$ cat config.mk
export PLATFORM = sky130hd
export DESIGN_NAME = zap_tlb_walk_ctrl
export DESIGN_NICKNAME = d
export VERILOG_FILES = /design/src/rtl/zap_tlb_walk_ctrl.sv
export SDC_FILE = /design/constraint.sdc
export NUM_CORES = 1
export LEC_CHECK = 0
export ABC_CLOCK_PERIOD_IN_PS = 22200
export BUFFER_PORTS_ARGS = -buffer_cell sky130_fd_sc_hd__buf_4
export CAP_MARGIN = 25
export CORE_MARGIN = 2
export CORE_UTILIZATION = 41
export DETAILED_ROUTE_END_ITERATION = 6
export PLACE_DENSITY_LB_ADDON = 0.12
export REMOVE_ABC_BUFFERS = 1
export SLEW_MARGIN = 20
export SYNTH_ARGS = -nofsm -noshare
export SYNTH_HDL_FRONTEND = slang
export SYNTH_SLANG_ARGS = --single-unit
$ cat constraint.sdc
create_clock -name i_clk -period 22.2 [get_ports i_clk]
set_input_delay 4.44 -clock i_clk [delete_from_list [all_inputs] [get_ports i_clk]]
set_output_delay 4.44 -clock i_clk [all_outputs]
set_load 0.05 [all_outputs]
$ cat src/rtl/zap_tlb_walk_ctrl.sv
// zap_tlb_walk_ctrl: page-table walk sequencer for the ZAP MMU.
// On a TLB miss it fetches the L1 descriptor, and the L2 descriptor when the
// L1 entry points at a page table, over a single-outstanding read-only bus.
// Every walk ends in DONE with either a one-cycle refill strobe or a one-cycle
// fault strobe. A flush cancels the walk silently, but an access already on
// the bus is always allowed to complete first.
// Optional build macro ZAP_TLB_WALK_TIMEOUT_EN: aborts a fetch that waits
// TIMEOUT_CYCLES cycles without ack/err and reports it as an external abort.
//
// state  | meaning
// IDLE   | waiting for a walk request
// L1_REQ | L1 descriptor fetch on the bus
// L1_DEC | decode L1 type: section refill, fault, or start an L2 fetch
// L2_REQ | L2 descriptor fetch on the bus
// L2_DEC | decode L2 type: page refill or fault
// DONE   | pulse refill or fault strobe, then return to IDLE
module zap_tlb_walk_ctrl #(
    parameter int unsigned TIMEOUT_CYCLES = 256
) (
    input  logic        i_clk,
    input  logic        i_reset,
    input  logic        i_walk,
    input  logic [31:0] i_va,
    input  logic [31:0] i_baddr,
    input  logic        i_flush,
    output logic        o_wb_cyc,
    output logic        o_wb_stb,
    output logic [31:0] o_wb_adr,
    input  logic        i_wb_ack,
    input  logic        i_wb_err,
    input  logic [31:0] i_wb_dat,
    output logic        o_busy,
    output logic        o_tlb_we,
    output logic [3:0]  o_tlb_sel,
    output logic [31:0] o_tlb_va,
    output logic [31:0] o_tlb_l1,
    output logic [31:0] o_tlb_l2,
    output logic        o_fault,
    output logic [7:0]  o_fsr,
    output logic [31:0] o_far
);
    typedef enum logic [2:0] {
        IDLE   = 3'd0,
        L1_REQ = 3'd1,
        L1_DEC = 3'd2,
        L2_REQ = 3'd3,
        L2_DEC = 3'd4,
        DONE   = 3'd5
    } state_t;

    state_t      state_q, state_d;
    logic [31:0] va_q, va_d, l1_q, l1_d, l2_q, l2_d, adr_q, adr_d;
    logic        flush_q, flush_d, fault_q, fault_d;
    logic [3:0]  sel_q, sel_d;
    logic [31:0] tlb_va_q, tlb_va_d, tlb_l1_q, tlb_l1_d, tlb_l2_q, tlb_l2_d;
    logic [7:0]  fsr_q, fsr_d;
    logic [31:0] far_q, far_d;

    logic        req_active, flush_now, timeout;
    logic        go_fault, go_refill;
    logic [7:0]  f_code;
    logic [3:0]  r_sel;
    logic [31:0] r_l2;

    assign req_active = (state_q == L1_REQ) || (state_q == L2_REQ);
    assign flush_now  = flush_q || i_flush;

`ifdef ZAP_TLB_WALK_TIMEOUT_EN
    logic [8:0] wait_cnt_q, wait_cnt_d;

    // Wait counter runs while a strobe is outstanding; every other state clears it.
    always_comb wait_cnt_d = req_active ? wait_cnt_q + 9'd1 : 9'd0;

    // Wait counter register.
    always_ff @(posedge i_clk or posedge i_reset) begin
        if (i_reset) wait_cnt_q <= 9'd0;
        else         wait_cnt_q <= wait_cnt_d;
    end

    assign timeout = req_active && (wait_cnt_q == 9'(TIMEOUT_CYCLES - 1));
`else
    logic unused_timeout_cfg;
    assign unused_timeout_cfg = ^TIMEOUT_CYCLES;
    assign timeout = 1'b0;
`endif

    // Table base is 16 KB aligned; low bits never reach the address.
    logic unused_baddr_lo;
    assign unused_baddr_lo = ^i_baddr[13:0];

    // Next-state, descriptor capture and walk-result selection.
    always_comb begin
        state_d   = state_q;
        va_d      = va_q;
        l1_d      = l1_q;
        l2_d      = l2_q;
        adr_d     = adr_q;
        flush_d   = (state_q == IDLE) ? 1'b0 : flush_now;
        fault_d   = fault_q;
        sel_d     = sel_q;
        tlb_va_d  = tlb_va_q;
        tlb_l1_d  = tlb_l1_q;
        tlb_l2_d  = tlb_l2_q;
        fsr_d     = fsr_q;
        far_d     = far_q;
        go_fault  = 1'b0;
        go_refill = 1'b0;
        f_code    = 8'h00;
        r_sel     = 4'b0000;
        r_l2      = 32'h0;

        case (state_q)
            IDLE: begin
                if (!i_flush && i_walk) begin
                    va_d    = i_va;
                    adr_d   = {i_baddr[31:14], i_va[31:20], 2'b00};
                    state_d = L1_REQ;
                end
            end
            L1_REQ: begin
                if (i_wb_err || (!i_wb_ack && timeout)) begin
                    if (flush_now) state_d = IDLE;
                    else begin
                        go_fault = 1'b1;
                        f_code   = 8'h0C;
                    end
                end else if (i_wb_ack) begin
                    l1_d    = i_wb_dat;
                    state_d = flush_now ? IDLE : L1_DEC;
                end
            end
            L1_DEC: begin
                if (i_flush) state_d = IDLE;
                else begin
                    case (l1_q[1:0])
                        2'b00: begin
                            go_fault = 1'b1;
                            f_code   = 8'h05;
                        end
                        2'b10: begin
                            go_refill = 1'b1;
                            r_sel     = 4'b0001;
                        end
                        2'b01: begin
                            adr_d   = {l1_q[31:10], va_q[19:12], 2'b00};
                            state_d = L2_REQ;
                        end
                        default: begin
                            adr_d   = {l1_q[31:12], va_q[19:10], 2'b00};
                            state_d = L2_REQ;
                        end
                    endcase
                end
            end
            L2_REQ: begin
                if (i_wb_err || (!i_wb_ack && timeout)) begin
                    if (flush_now) state_d = IDLE;
                    else begin
                        go_fault = 1'b1;
                        f_code   = {l1_q[8:5], 4'hE};
                    end
                end else if (i_wb_ack) begin
                    l2_d    = i_wb_dat;
                    state_d = flush_now ? IDLE : L2_DEC;
                end
            end
            L2_DEC: begin
                if (i_flush) state_d = IDLE;
                else begin
                    r_l2 = l2_q;
                    case (l2_q[1:0])
                        2'b01: begin
                            go_refill = 1'b1;
                            r_sel     = 4'b0010;
                        end
                        2'b10: begin
                            go_refill = 1'b1;
                            r_sel     = 4'b0100;
                        end
                        2'b11: begin
                            // Tiny pages only exist under a fine page table.
                            if (l1_q[1:0] == 2'b11) begin
                                go_refill = 1'b1;
                                r_sel     = 4'b1000;
                            end else begin
                                go_fault = 1'b1;
                                f_code   = {l1_q[8:5], 4'h7};
                            end
                        end
                        default: begin
                            go_fault = 1'b1;
                            f_code   = {l1_q[8:5], 4'h7};
                        end
                    endcase
                end
            end
            DONE:    state_d = IDLE;
            default: state_d = IDLE;
        endcase

        if (go_fault) begin
            state_d = DONE;
            fault_d = 1'b1;
            fsr_d   = f_code;
            far_d   = va_q;
        end
        if (go_refill) begin
            state_d  = DONE;
            fault_d  = 1'b0;
            sel_d    = r_sel;
            tlb_va_d = va_q;
            tlb_l1_d = l1_q;
            tlb_l2_d = r_l2;
        end
    end

    // State, captured walk context and held result registers.
    always_ff @(posedge i_clk or posedge i_reset) begin
        if (i_reset) begin
            state_q  <= IDLE;
            va_q     <= 32'h0;
            l1_q     <= 32'h0;
            l2_q     <= 32'h0;
            adr_q    <= 32'h0;
            flush_q  <= 1'b0;
            fault_q  <= 1'b0;
            sel_q    <= 4'b0000;
            tlb_va_q <= 32'h0;
            tlb_l1_q <= 32'h0;
            tlb_l2_q <= 32'h0;
            fsr_q    <= 8'h00;
            far_q    <= 32'h0;
        end else begin
            state_q  <= state_d;
            va_q     <= va_d;
            l1_q     <= l1_d;
            l2_q     <= l2_d;
            adr_q    <= adr_d;
            flush_q  <= flush_d;
            fault_q  <= fault_d;
            sel_q    <= sel_d;
            tlb_va_q <= tlb_va_d;
            tlb_l1_q <= tlb_l1_d;
            tlb_l2_q <= tlb_l2_d;
            fsr_q    <= fsr_d;
            far_q    <= far_d;
        end
    end

    assign o_wb_cyc  = req_active;
    assign o_wb_stb  = req_active;
    assign o_wb_adr  = adr_q;
    assign o_busy    = (state_q != IDLE);
    assign o_tlb_we  = (state_q == DONE) && !fault_q;
    assign o_fault   = (state_q == DONE) && fault_q;
    assign o_tlb_sel = sel_q;
    assign o_tlb_va  = tlb_va_q;
    assign o_tlb_l1  = tlb_l1_q;
    assign o_tlb_l2  = tlb_l2_q;
    assign o_fsr     = fsr_q;
    assign o_far     = far_q;

endmodule

==> impl_metrics.json, run 1 <==
{
  "ys_async_sr_fraction_pct": 100,
  "cp_top_family": "simple AND/OR/NAND/NOR gates",
  "mostFrequentLayoutCells": "buf_4, dfrtp_1, mux2_2",
  "totalNegativeSetupSlack_ns": 0,
  "synth_xor_area_share_pct": 0,
  "dieArea_mm2": 0.0279,
  "hold_viol_final": 0,
  "grt_pass1_vias": 7260,
  "drt_wl_total_mm": 26.2,
  "pin_count": 279,
  "drive_above_1_share_pct": 45.0,
  "path_buf_inv": 2,
  "root_buffer": "clkbuf_16",
  "instances_no_fill": 1459,
  "relSlewSlack_pct": 41.1,
  "via_count": 7094,
  "synth_top_family_by_area": "multiplexers",
  "yosysWarnings": 0,
  "peakVddDrop_mv": 0.114,
  "critPathMaxFanout": 53,
  "num-fill-cells": 2272,
  "worstPathArrival_ns": 6.86,
  "worstHoldPathType": "flop to flop",
  "cts-hold-fix-buffers": 0,
  "clk_pin_slew_worst_paths_ns": 0.06,
  "synth_edf_count": 0,
  "antenna_cells": 0,
  "post_drt_via_cell_ratio": 4.86,
  "gp_congestion": 0.734,
  "max_stage_delay_ns": 0.65,
  "worst_pin_slew_ns": 0.884,
  "synth-adder-area-share_pct": 0.574,
  "status": "finished clean",
  "detail_route.wl_per_cell_um": 18.0,
  "synth-seq-cells": 271,
  "avgSynthCellArea_um2": 12.9,
  "final_common_cell": "buf_4",
  "netlist_area_mm2": 0.0109,
  "final_max_slew_viol_count": 0,
  "dp_cells": 1403,
  "fmax_mhz": 155,
  "grt_max_degree": 144,
  "grt_pass1_wl_mm": 41.9,
  "cts_resized": 0,
  "yosys.area_share.simple_pct": 7.87,
  "synth-seq-area-share_pct": 62.2,
  "cts_sinks": 271,
  "fin_util_pct": 54.3,
  "insertion_delay_ns": 0.54,
  "start_kind": "input pin",
  "clockBufferDepth": 3,
  "critical_path.slowest_cell": "buf_4",
  "rsz0062_at_grt": "no",
  "rows": 59,
  "yosys_most_used_dff": "dfrtp_1",
  "setup_viol": 0,
  "path_class": "input pin to flop",
  "powerDensity_mw_per_mm2": 162,
  "hpwl_mm": 17.0,
  "die_y_um": 167,
  "fin_skew_ns": 0.0128,
  "crit_required_ns": 22.62,
  "total_power_mw": 2.29,
  "synth-compound-area-share_pct": 4.81,
  "cts_tree": "built",
  "post-route-period-util_pct": 29.0,
  "end_kind": "flop",
  "muxShareOfSynthArea_pct": 21.2,
  "p_leak_nw": 6.87,
  "antenna_found_initial": 0,
  "grtUsageTotal_pct": 18.7,
  "ys_types": 42,
  "layout.nets": 1208,
  "die_w_um": 167,
  "cts_buffers": 30,
  "netlist_instances": 847,
  "drc": 0,
  "critPathMostFrequentCell": "buf_4",
  "dr.pass1.iters": 4,
  "initial_core_util_pct": 41.8,
  "drv_cap": 0,
  "period_minus_slack_ns": 6.44,
  "path_cells": "buf_4, or4b_4, nor3_4, nand2b_2, buf_4, mux2_2",
  "drtIter0Drc": 414,
  "hold_ws_ns": 0.464,
  "core_area_mm2": 0.0261,
  "ant_nets": 0,
  "area_delta_synth_final_pct": 29.8,
  "io_buffers": 262,
  "htreeDepth": 1,
  "overflow": 0,
  "post_cts_buffers": 0
}
==> flip-flops by register name, summed over array words and instances, names as in the netlist <==
| register | flops |
|---|---|
| fault_q | 1 |
| flush_q | 1 |
| l1_q | 32 |
| l2_q | 32 |
| o_far | 32 |
| o_fsr | 8 |
| o_tlb_l1 | 32 |
| o_tlb_l2 | 32 |
| o_tlb_sel | 4 |
| o_tlb_va | 32 |
| o_wb_adr | 30 |
| state_q | 3 |
| va_q | 32 |
==> stage by stage <==
step,worst slack (ns),instance area [um^2]
2_1_floorplan,10.29,10600
3_3_place_gp,15.24,13100
3_5_place_dp,15.23,13200
4_1_cts,15.79,14100
5_1_grt,15.70,14100
6_report,15.76,14100
==> synth_stat cells (2+ instances only) <==
library cell,number,area [um^2]
buf_1,2,7.51
a21oi_1,3,15.0
and2_1,2,12.5
clkbuf_1,23,86.3
nand2b_1,5,31.3
o21a_1,2,15.0
nand3b_1,2,15.0
mux2_1,5,56.3
nor3b_1,2,15.0
nand2_1,148,556
or3_1,3,18.8
buf_4,6,45.0
nor3_1,4,20.0
buf_6,9,101
ha_1,5,62.6
buf_2,14,70.1
nand3_1,11,55.1
dfrtp_1,271,6780
o21ai_0,81,405
mux2i_1,31,310
nor2b_1,4,25.0
mux2_2,173,1950
inv_1,13,48.8
o31ai_1,2,15.0
nor2_1,9,33.8
==> kinds of logic after synthesis <==
logic type	count (synthesis)
AO/OA/AOI/OAI	97
adder cells (fa/ha/maj)	5
buffers and inverters	67
flip-flops	271
multiplexers	209
other	1
AND/OR/NAND/NOR	197
==> final cells by class <==
cell class | count | area [um^2] | share of cell area, %
flip-flops and latches | 271 | 6780 | 47.9
multi-input cells | 510 | 3820 | 27.0
repair buffers | 275 | 2110 | 14.9
clock buffers | 46 | 892 | 6.31
well taps | 335 | 419 | 2.96
clock inverters | 9 | 73.8 | 0.522
inverters | 13 | 56.3 | 0.398
==> report_power, final <==
part,switching (mW),internal (mW)
Combinational,0.633,0.353
Sequential,0.131,0.694
Clock,0.194,0.287
==> path summary, 6_finish.rpt <==
| check | from | end | slack, ns | depth (start not counted) |
|---|---|---|---|---|
| setup / recovery | i_flush | o_tlb_l1[21]$_DFFE_PP0P_ | 15.76 | 6 |
| hold / removal | o_tlb_va[11]$_DFFE_PP0P_ | o_tlb_va[11]$_DFFE_PP0P_ | 0.46 | 2 |
| setup reg to reg | state_q[1]$_DFFE_PP0P_ | o_tlb_l1[21]$_DFFE_PP0P_ | 19.10 | 5 |
| hold reg to reg | o_tlb_va[11]$_DFFE_PP0P_ | o_tlb_va[11]$_DFFE_PP0P_ | 0.46 | 2 |
| max in group asynchronous | i_reset | o_wb_adr[4]$_DFFE_PP0P_ | 16.62 | 4 |
| min in group asynchronous | i_reset | o_wb_adr[23]$_DFFE_PP0P_ | 3.90 | 2 |
==> routing by layer <==
| metal | global-route usage (%) | wire length, um | vias up |
|---|---|---|---|
| met4 | 4.50 | 467 | 0 |
| met2 | 31.6 | 12800 | 175 |
| met3 | 3.73 | 1400 | 31 |
| met1 | 25.0 | 11600 | 3483 |
| li1 | - | - | 3405 |
| met5 | 0 | 0 | - |
==> worst register-to-register path: cells and delay by family (launching register included) <==
family,cells,cell delay (ns)
buffers and inverters,1,0.65
flip-flops,1,0.62
multiplexers,1,0.52
AND/OR/NAND/NOR,3,1.19
No activity file was read; power rests on OpenSTA's default activity.
==> run 2: changes to the inputs <==
--- a/config.mk
+++ b/config.mk
@@ -5,7 +5,7 @@
 export SDC_FILE = /design/constraint.sdc
 export NUM_CORES = 1
 export LEC_CHECK = 0
-export ABC_CLOCK_PERIOD_IN_PS = 22200
+export ABC_CLOCK_PERIOD_IN_PS = 6460
 export BUFFER_PORTS_ARGS = -buffer_cell sky130_fd_sc_hd__buf_4
 export CAP_MARGIN = 25
 export CORE_MARGIN = 2
==> constraint.sdc (replaced) <==
create_clock -name i_clk -period 6.46 [get_ports i_clk]
set_input_delay 1.292 -clock i_clk [delete_from_list [all_inputs] [get_ports i_clk]]
set_output_delay 1.292 -clock i_clk [all_outputs]
set_load 0.05 [all_outputs]
==> run 2 against run 1 <==
  * Utilization decreased by 0.086 points
  * Critical path depth unchanged
  * Highest routed layer unchanged
  * Die area unchanged
  * Largest power group unchanged
  * Critical path type unchanged
  * Largest cell class unchanged
  * Clock power increased to 3.4 times the previous value
==> impl_metrics.json, run 2 (same netlist as run 1, synthesis figures left out) <==
{
  "post-route-period-util_pct": 54.9,
  "total_power_mw": 7.85,
  "worstPathArrival_ns": 3.98,
  "layout.nets": 1207,
  "rows": 59,
  "critPathMaxFanout": 27,
  "grt_pass1_wl_mm": 41.6,
  "cts-hold-fix-buffers": 0,
  "path_class": "input pin to flop",
  "detail_route.wl_per_cell_um": 17.9,
  "p_leak_nw": 6.86,
  "groute.layer.met2.usage_pct": 31.7,
  "die_w_um": 167,
  "use_met3_pct": 4.37,
  "core_area_mm2": 0.0261,
  "clk_pin_slew_worst_paths_ns": 0.06,
  "cts_resized": 0,
  "dr.pass1.iters": 4,
  "clockBufferDepth": 3,
  "start_kind": "input pin",
  "pre_cts_slack_ns": 2.27,
  "mostFrequentLayoutCells": "dfrtp_1, buf_4, mux2_2",
  "hold_viol_final": 0,
  "rsz0062_at_grt": "no",
  "gp_congestion": 0.739,
  "end_kind": "flop",
  "peakVddDrop_mv": 0.488,
  "totalNegativeSetupSlack_ns": 0,
  "cts_sinks": 271,
  "insertion_delay_ns": 0.55,
  "via_count": 7161,
  "instances_no_fill": 1455,
  "drive_above_1_share_pct": 45.2,
  "grt_max_degree": 143,
  "powerDensity_mw_per_mm2": 556,
  "setup_viol": 0,
  "ant_nets": 0,
  "drv_cap": 0,
  "grtUsageTotal_pct": 18.6,
  "drc": 0,
  "status": "finished clean",
  "post_drt_via_cell_ratio": 4.92,
  "dieArea_mm2": 0.0279,
  "post_cts_buffers": 0,
  "io_buffers": 262,
  "final_max_slew_viol_count": 0,
  "cts_buffers": 30,
  "htreeDepth": 1,
  "hpwl_mm": 16.9,
  "area_delta_synth_final_pct": 29.5,
  "initial_core_util_pct": 41.8,
  "drt_wl_total_mm": 26.1,
  "fin_skew_ns": 0.0178,
  "crit_required_ns": 6.89,
  "root_buffer": "clkbuf_16",
  "setup_ws_ns": 2.92,
  "die_y_um": 167,
  "overflow": 0,
  "antenna_cells": 0,
  "drtIter0Drc": 318,
  "dp_cells": 1403,
  "antenna_found_initial": 0,
  "pin_count": 279,
  "fmax_mhz": 282,
  "period_minus_slack_ns": 3.54,
  "top_usage_layer": "met2",
  "cts_tree": "built",
  "grtUsageMet1_pct": 24.4,
  "relSlewSlack_pct": 37.1,
  "grt_pass1_vias": 7163,
  "worstHoldPathType": "flop to flop",
  "worst_pin_slew_ns": 0.943
}
run 2: worst max-delay path: stages:
cell and delay (ns):
buf_4 0.16, or4b_4 0.57, nor3_4 0.31, nand2b_2 0.79, buf_4 0.46, mux2_2 0.38
run 2: final timing paths:
path | end | startpoint | depth (start not counted) | slack [ns]
worst min register to register | o_tlb_va[13]$_DFFE_PP0P_ | o_tlb_va[13]$_DFFE_PP0P_ | 2 | 0.47
min in group asynchronous | o_wb_adr[19]$_DFFE_PP0P_ | i_reset | 2 | 0.89
max in group asynchronous | o_tlb_l1[25]$_DFFE_PP0P_ | i_reset | 3 | 4.30
worst min-delay path | o_tlb_va[13]$_DFFE_PP0P_ | o_tlb_va[13]$_DFFE_PP0P_ | 2 | 0.47
worst max-delay path | o_tlb_va[9]$_DFFE_PP0P_ | i_flush | 6 | 2.92
worst max register to register | o_tlb_va[9]$_DFFE_PP0P_ | state_q[1]$_DFFE_PP0P_ | 5 | 3.11
run 2: report_power, final:
part           switching [mW]  leakage (nW)  internal [mW]
clock                   0.678         0.476          0.958
combinational            2.17          2.90           1.21
sequential              0.450          3.48           2.39
total                    3.30          6.86           4.56
run 2: stage by stage:
| stage | instance area [um^2] | hold WS, ns | util (%) |
|---|---|---|---|
| finish | 14100 | 0.465 | 54.2 |
| global route | 14100 | 0.487 | 54.2 |
| CTS | 14100 | 0.471 | 54.2 |
| detailed placement | 13200 | 0.457 | 50.6 |
| global placement | 13100 | 0.453 | 50.4 |
| floorplan | 10600 | 0.465 | - |
run 2: area by class of cell:
cell class,instances,area (um^2)
tap,335,419
inverter,13,56.3
timing repair buffer,274,2100
clock buffer,41,852
sequential,271,6780
fill,2293,11900
multi-input combinational,510,3820
clock inverter,11,98.8
run 2: per-layer routing:
layer | vias to the layer above | share of wire [%]
met1 | 3571 | 43
met4 | 0 | 1.3
li1 | 3406 | -
met3 | 23 | 5.5
met5 | - | 0
met2 | 161 | 50
